==> src/rtl/sm_step_ctrl.sv <==
// CPU clock-enable generator: debounced single-step pulses or a free-running divided tick.
// Define SM_STEP_CNT_EN to add the stepCount enable-pulse counter output.
module sm_step_ctrl #(
    parameter int unsigned DEBOUNCE_W = 16,
    parameter int unsigned DIV_SHIFT  = 8
`ifdef SM_STEP_CNT_EN
    ,
    parameter int unsigned CNT_W      = 16
`endif
) (
    input  logic       clkIn,
    input  logic       rst_n,
    input  logic       runMode,
    input  logic       stepKey_n,
    input  logic [3:0] clkDevide,
    output logic       clkEnable,
    output logic       tickLed,
    output logic       running
`ifdef SM_STEP_CNT_EN
    ,
    output logic [CNT_W-1:0] stepCount
`endif
);

    // Wide enough that the terminal count at clkDevide=15 cannot overflow
    localparam int unsigned DIV_W = 16 + DIV_SHIFT;

    typedef enum logic {ST_IDLE, ST_RUN} state_t;

    logic                  r_key_s1, r_key_s2;
    logic                  r_run_s1, r_run_s2;
    logic [DEBOUNCE_W-1:0] r_db_cnt;
    logic                  r_stable, r_stable_d;
    logic                  r_step_req;

    state_t                r_state, w_state_nxt;
    logic [DIV_W-1:0]      r_div, w_div_nxt;
    logic [DIV_W-1:0]      w_term;
    logic                  r_clk_en, w_clk_en_nxt;
    logic                  r_running;
    logic                  r_tick_led;

    always_ff @(posedge clkIn) begin
        if (!rst_n) begin
            r_key_s1   <= 1'b1;
            r_key_s2   <= 1'b1;
            r_run_s1   <= 1'b0;
            r_run_s2   <= 1'b0;
            r_db_cnt   <= '0;
            r_stable   <= 1'b1;
            r_stable_d <= 1'b1;
            r_step_req <= 1'b0;
        end else begin
            r_key_s1   <= stepKey_n;
            r_key_s2   <= r_key_s1;
            r_run_s1   <= runMode;
            r_run_s2   <= r_run_s1;
            r_stable_d <= r_stable;
            r_step_req <= r_stable_d & ~r_stable;
            // Level is accepted only after an unbroken run of mismatching samples
            if (r_key_s2 == r_stable) begin
                r_db_cnt <= '0;
            end else if (&r_db_cnt) begin
                r_stable <= r_key_s2;
                r_db_cnt <= '0;
            end else begin
                r_db_cnt <= r_db_cnt + DEBOUNCE_W'(1);
            end
        end
    end

    assign w_term = (DIV_W'(1) << (32'(clkDevide) + DIV_SHIFT)) - DIV_W'(1);

    always_comb begin
        w_state_nxt  = r_state;
        w_div_nxt    = r_div;
        w_clk_en_nxt = 1'b0;
        case (r_state)
            ST_IDLE: begin
                if (r_run_s2) begin
                    w_state_nxt = ST_RUN;
                    w_div_nxt   = '0;
                end else begin
                    w_clk_en_nxt = r_step_req;
                end
            end
            ST_RUN: begin
                if (!r_run_s2) begin
                    w_state_nxt = ST_IDLE;
                    w_div_nxt   = '0;
                end else if (r_div >= w_term) begin
                    w_clk_en_nxt = 1'b1;
                    w_div_nxt    = '0;
                end else begin
                    w_div_nxt = r_div + DIV_W'(1);
                end
            end
            default: w_state_nxt = ST_IDLE;
        endcase
    end

    always_ff @(posedge clkIn) begin
        if (!rst_n) begin
            r_state    <= ST_IDLE;
            r_div      <= '0;
            r_clk_en   <= 1'b0;
            r_running  <= 1'b0;
            r_tick_led <= 1'b0;
        end else begin
            r_state    <= w_state_nxt;
            r_div      <= w_div_nxt;
            r_clk_en   <= w_clk_en_nxt;
            r_running  <= (w_state_nxt == ST_RUN);
            r_tick_led <= r_tick_led ^ r_clk_en;
        end
    end

    assign clkEnable = r_clk_en;
    assign tickLed   = r_tick_led;
    assign running   = r_running;

`ifdef SM_STEP_CNT_EN
    logic [CNT_W-1:0] r_step_cnt;

    always_ff @(posedge clkIn) begin
        if (!rst_n) begin
            r_step_cnt <= '0;
        end else if (r_clk_en) begin
            r_step_cnt <= r_step_cnt + CNT_W'(1);
        end
    end

    assign stepCount = r_step_cnt;
`endif

endmodule

==> config.mk <==
export PLATFORM = sky130hd
export DESIGN_NAME = sm_step_ctrl
export DESIGN_NICKNAME = d
export VERILOG_FILES = /design/src/rtl/sm_step_ctrl.sv
export SDC_FILE = /design/constraint.sdc
export NUM_CORES = 1
export LEC_CHECK = 0
export BUFFER_PORTS_ARGS = -buffer_cell sky130_fd_sc_hd__buf_2
export CAP_MARGIN = 10
export CORE_MARGIN = 5
export CORE_UTILIZATION = 60
export CTS_CLUSTER_SIZE = 28
export DETAILED_ROUTE_END_ITERATION = 16
export PLACE_DENSITY = 0.76
export SLEW_MARGIN = 20
export SYNTH_ARGS = -nofsm -noshare
export SYNTH_HDL_FRONTEND = slang
export SYNTH_SLANG_ARGS = --single-unit
export TNS_END_PERCENT = 10
==> constraint.sdc <==
create_clock -name clkIn -period 2.8 [get_ports clkIn]
set_input_delay 0 -clock clkIn [delete_from_list [all_inputs] [get_ports clkIn]]
set_output_delay 0 -clock clkIn [all_outputs]
set_load 0.02 [all_outputs]
======== Yosys cells after proc, flatten, opt, wreduce, memory -nomap -nowiden ========
Index checks and enable logic that the tools add are counted.
word-level totals
  register bits after elaboration ......... 50
  input port bits ......................... 8
  output and inout bits ................... 3
  logic and storage cells ................. 38
operators by class
  add/sub/neg operators ................... 4
  order comparisons ....................... 1
  eq/ne operators ......................... 2
  shift operators ......................... 1
  multiplexer cells ....................... 9
  bitwise gates (word level) .............. 6
  reduce and logical (&&, ||, !) cells .... 3
operator list
  operator               count
  $mux 24                3
  $pmux 24 s2            1
  $add 24x1->24 const B  1
  $ge 24x24->1           1
  $shl 1x5->24 const A   1
  $sub 24x2->24 const B  1
  $reduce_and 17->1      1
  $add 16x1->16 const B  1
  $reduce_and 16->1      1
  $add 4x4->5 const B    1
  $mux 1                 4
  $not 1->1              4
  $reduce_or 3->1        1
  $ne 2x2->1 const B     1
  $pmux 1 s2             1
  $and 1x1->1            1
  $eq 1x1->1             1
  $xor 1x1->1            1

======== Depth between registers and ports, before layout ========
  word-level depth ........................ 7
  gate-level depth with buffers ........... 10
  mapped depth without buffers ............ 9

======== Worst setup path before layout ========
OpenSTA, ideal clock, no wires.
  path type ............................... input -> register
  start point ............................. input port clkDevide[2]
  end point ............................... register r_div[18]
  library setup time ...................... 0.122 ns
  arrival time ............................ 1.957 ns
  required time ........................... 2.678 ns
  slack ................................... 0.722 ns
  cell stages on the path ................. 10
  path buffers ............................ 2
  cell sequence ........................... clkbuf_1 -> nand3_1 -> ha_1 -> nand4_4 -> nor4_4 -> o211ai_4 -> and2_4 -> buf_6 -> and4b_1 -> a221o_1
on the way
  cells in the longest elaborated chain, start to end .. 7
RTL lines
  what                    line  RTL
  start: declaration      15    input logic [3:0] clkDevide,
  $add 4x4->5             72    assign w_term = (DIV_W'(1) << (32'(clkDevide) + DIV_SHIFT)) - DIV_W'(1);
  $shl 1x5->24            72
  $sub 24x2->24           72
  $ge 24x24->1            91    end else if (r_div >= w_term) begin
  $mux 24                 91
  $mux 24                 88    if (!r_run_s2) begin
  $pmux 24 s2             78    case (r_state)
  end signal: assignment  111   r_div <= w_div_nxt;
  end: declaration        37    logic [DIV_W-1:0] r_div, w_div_nxt;
No other way between the ends.
A chain may end at the register's enable or synchronous reset.

======== Final worst setup path ========
  start point ............................. register r_div[20]
  end point ............................... register r_div[7]
on the way
  cells in the longest elaborated chain, start to end .. 4
RTL lines
  what          line
  $ge 24x24->1  91
  $mux 24       91
  $mux 24       88
  $pmux 24 s2   78
No other way between the ends.

==> reports/summary.md <==
Summed over all nets, wire length on met3 after detailed routing comes to 243 um. The number of cells on the worst reg-to-reg path is 8. The clock network burns 39.8% of the power.

Worst min-delay path class: reg -> reg. After detailed routing, the number of vias per cell comes to 5.95. Internal power comes to 1010 uW. The clock arrives with 0.00568 ns of skew. The clock tree synthesis step divided the H-tree into 2 levels. The tools report the global-route usage over all layers as 21.2%. The repair_antennas step left the layout with diodes totalling 0.

The tools report the part of the Yosys area used for sequential elements as 33.7%. The number of different library cells used by synthesis comes to 53. The slew at the pin closest to its max-slew limit was 0.576 ns; the largest voltage drop on the vdd net was 0.253 mV. The routed length per placed instance was 14.3 um; the max-capacitance violation count was 0. STA classifies the critical path startpoint as a register. The sum of net half-perimeters after detailed placement is 4380 um, and the area growth from synthesis to final layout is 9.13%. The die outline area was 0.00646 mm^2. The endpoint kind of the worst setup timing path is a register. Summed over all nets, the switching power comes to 293 uW. For this run, the leading register cell type out of synthesis is dfxtp_1. The filler cell count in the final layout came out at 422. For this design, the CTS-stage hold fixing added 4 buffers. In the synthesized netlist, the number of instances is 335. Summed over all cells, the static leakage comes to 0.00129 uW. The first global-routing pass estimated 10700 um of wire. Yosys attributes the largest share of cell area to dfxtp_1 (34%), ha_1 (11%), nor2_1 (4.8%). For this design, the sink count on the clock tree is 50.

Clock latency on the worst-skew pair, taken at its later pin, is 0.31 ns. The highest metal layer carrying signal wires in the routed design is met4. STA puts the critical path data required time at 3.07 ns. Data arrives at the worst endpoint at 2.76 ns.

The met2 routed wirelength was 2900 um. The detail route stage leaves a number of antenna-violating nets equal to 0. After detailed routing, the number of remaining DRC violations is 0.

Before antenna repair, the detailed router went through 4 iterations. For the warning count from the yosys run, the log shows 0. The via count of the first global-routing pass is 2435, and the count of flip-flops with a built-in enable after synthesis is 0.

Once the clock tree was built, the resizer swapped 0 gates to a different size. The tools report the starting DRC count in detailed routing as 124. Setup repair after global routing left no endpoint under its margin.

The routability congestion estimate from global placement was 0.798. The number of antenna violations at the first check in global routing was 0. Clock-pin slew was measured on the worst setup and hold paths at 0.09 ns. In this run the standard cell core region covers 0.00475 mm^2. The signal on the critical path passes through ha_1 > nand4_4 > nor2_1 > a311oi_1 > nand3_2 > buf_4 > nor4b_1 > a221o_1. The switching share of power is 22.5%, and the mean area per synthesized cell is 8.88 um^2. Entering global routing, the biggest net connects 26 pins. Based on the critical path, the design can be clocked at up to 402 MHz.

For the final routed database, the setup TNS stands at 0 ns. The initial standard-cell utilization of the core is 62.6%, and the aggregate routed wire length is 6030 um. Pin placement for this block handled 11 I/O pins. CTS placed an instance of clkbuf_8 at the clock tree root.

The area fraction of the dominant cell type after synthesis was 33.7%. The run gives 55.1% as the share of total power in sequential cells. Largest driver fanout on the critical path: 17. For this design, the slowest cell found on the critical path is dfxtp_1. The maximum buffer depth of the clock tree was 2; the net count reported at finish was 385. The run gives 5 as the number of buffers created by CTS.

TritonCTS built the clock tree. The worst path in the final design needs a cycle of 2.49 ns, including I/O delays and setup. On the worst path, the slowest cell contributes a delay of 0.49 ns. Counting instances, the worst hold path has a depth of 2. Port buffering added 10 buffers. The cell taking the most area after synthesis was dfxtp_1. The final critical-path share of the clock period is 88.9%, and the residual overflow from global routing is 0.

The run gives 0 as the setup fix buffers added after clock tree synthesis. The run finished with clean final reports. The tightest hold path in the finished design has a slack of 0.418 ns. The floorplan step set the die height to 80.4 um. The setup-violating endpoint count in the final report is 0, and the post-synthesis register bit count is 50. The number of max-slew violations in the final report is 0. For this run, asynchronously set or reset flops after synthesis account for 0%.

The run gives 2770 um as the routed length on met1. The total power is 1300 uW, and the tightest slew margin relative to the limit is 61.3%. Cell area power density: 400 mW/mm^2. The number of placement rows was 25; the number of hold-slack violations in the final timing report was 0. The critical path class was reg -> reg. Of the cells placed in the final design, the portion with a size suffix greater than 1 is 11.9%.

The die outline width is 80.4 um. Of the total power, combinational logic draws 5.1%. The routed layout has 2500 vias. The synthesized area was 0.00297 mm^2.
## kinds of logic after synthesis
family                     after synthesis  synth area share [%]
AOI/OAI and AO/OA                       55                  15.4
xor gates and xnor gates                17                  5.01
adders and majority gates               25                  10.5
buffers and inverters                   20                  3.20
DFF                                     50                  33.7
other                                    2                 0.253
and+or+nand+nor                        166                  32.0
## stage by stage
stage | cells | util (%) | worst slack [ns] | area [um^2]
after CTS | 420 | 68.3 | 0.337 | 3250
after floorplan | 340 | - | 0.722 | 2990
after detailed placement | 408 | 65.1 | 0.313 | 3090
after global placement | 408 | 65.1 | 0.417 | 3090
after global routing | 420 | 68.3 | 0.0724 | 3250
final | 420 | 68.3 | 0.311 | 3250
## layout by cell type, fill, tap and decap left out, types with 3 or more instances in the layout
master,instances
dlygate4sd3_1,4
and2_1,9
a21oi_1,12
nor4_1,5
nand4b_1,5
nand4_1,12
nand3_1,23
nand2_1,27
o311ai_2,5
ha_1,25
nor4b_1,3
xnor2_1,6
nor3_1,9
xor2_1,11
clkbuf_8,5
a221o_1,12
nand2b_1,4
inv_1,7
buf_2,10
and3_1,9
o21ai_0,11
buf_4,4
and4b_1,4
conb_1,7
dfxtp_1,50
nor2_1,38
## final cells by class
class	count	area [um^2]	share of cell area [%]
Clock buffer	5	68.8	2.12
Clock inverter	3	43.8	1.35
Inverter	7	26.3	0.810
Multi-Input combinational cell	270	1900	58.6
Sequential cell	50	1000	30.8
Tap cell	67	83.8	2.58
Timing Repair Buffer	18	120	3.70
## cell usage after synthesis, drive strengths merged, types with 2 or more instances
cell type / instances
nor4: 7
clkbuf: 9
o211ai: 3
o311ai: 6
buf: 4
ha: 25
inv: 7
a211o: 2
a311o: 2
nand4: 15
nor4b: 3
o21ai: 11
and2: 11
nor2: 39
nor3: 10
nand2b: 5
and3: 9
a22o: 2
nand2: 28
a221o: 12
nand4b: 5
xor2: 11
and4b: 4
a21oi: 12
conb: 2
xnor2: 6
nand3: 24
dfxtp: 50
## flip-flops by register name (all words and copies together) (netlist names)
register / count
clkEnable: 1
r_db_cnt: 16
r_div: 24
r_key_s1: 1
r_key_s2: 1
r_run_s1: 1
r_run_s2: 1
r_stable: 1
r_stable_d: 1
r_step_req: 1
running: 1
tickLed: 1
## worst max-delay path: cells and delay by family (launching register included)
kind | cells | cell delay (ns)
simple gates | 4 | 0.87
compound gates | 2 | 0.47
buf+inv | 1 | 0.29
flops | 1 | 0.49
fa+ha+maj | 1 | 0.31
## power by group through the flow
stage	Clock, uW	Sequential, uW	Combinational [uW]
floorplan	0	733	43.5
CTS	533	716	66.0
finish	518	716	66.2
global placement	0	733	59.7
detailed placement	0	733	61.6
global route	565	717	75.6
## final timing paths
check	startpoint	endpoint	slack, ns
max	r_div[20]$_SDFFE_PN0P_	r_div[7]$_SDFFE_PN0P_	0.31
min	r_stable_d$_SDFF_PN1_	r_step_req$_SDFF_PN0_	0.42
min reg2reg	r_stable_d$_SDFF_PN1_	r_step_req$_SDFF_PN0_	0.42
max reg2reg	r_div[20]$_SDFFE_PN0P_	r_div[7]$_SDFFE_PN0P_	0.31
## layer usage
metal / global-route usage [%] / vias to the layer above
li1: - / 1278
met1: 26.0 / 1169
met2: 36.2 / 44
met3: 5.04 / 9
met4: 7.26 / 0
met5: 0 / -
Note: power is estimated with default switching activity, not from simulation.
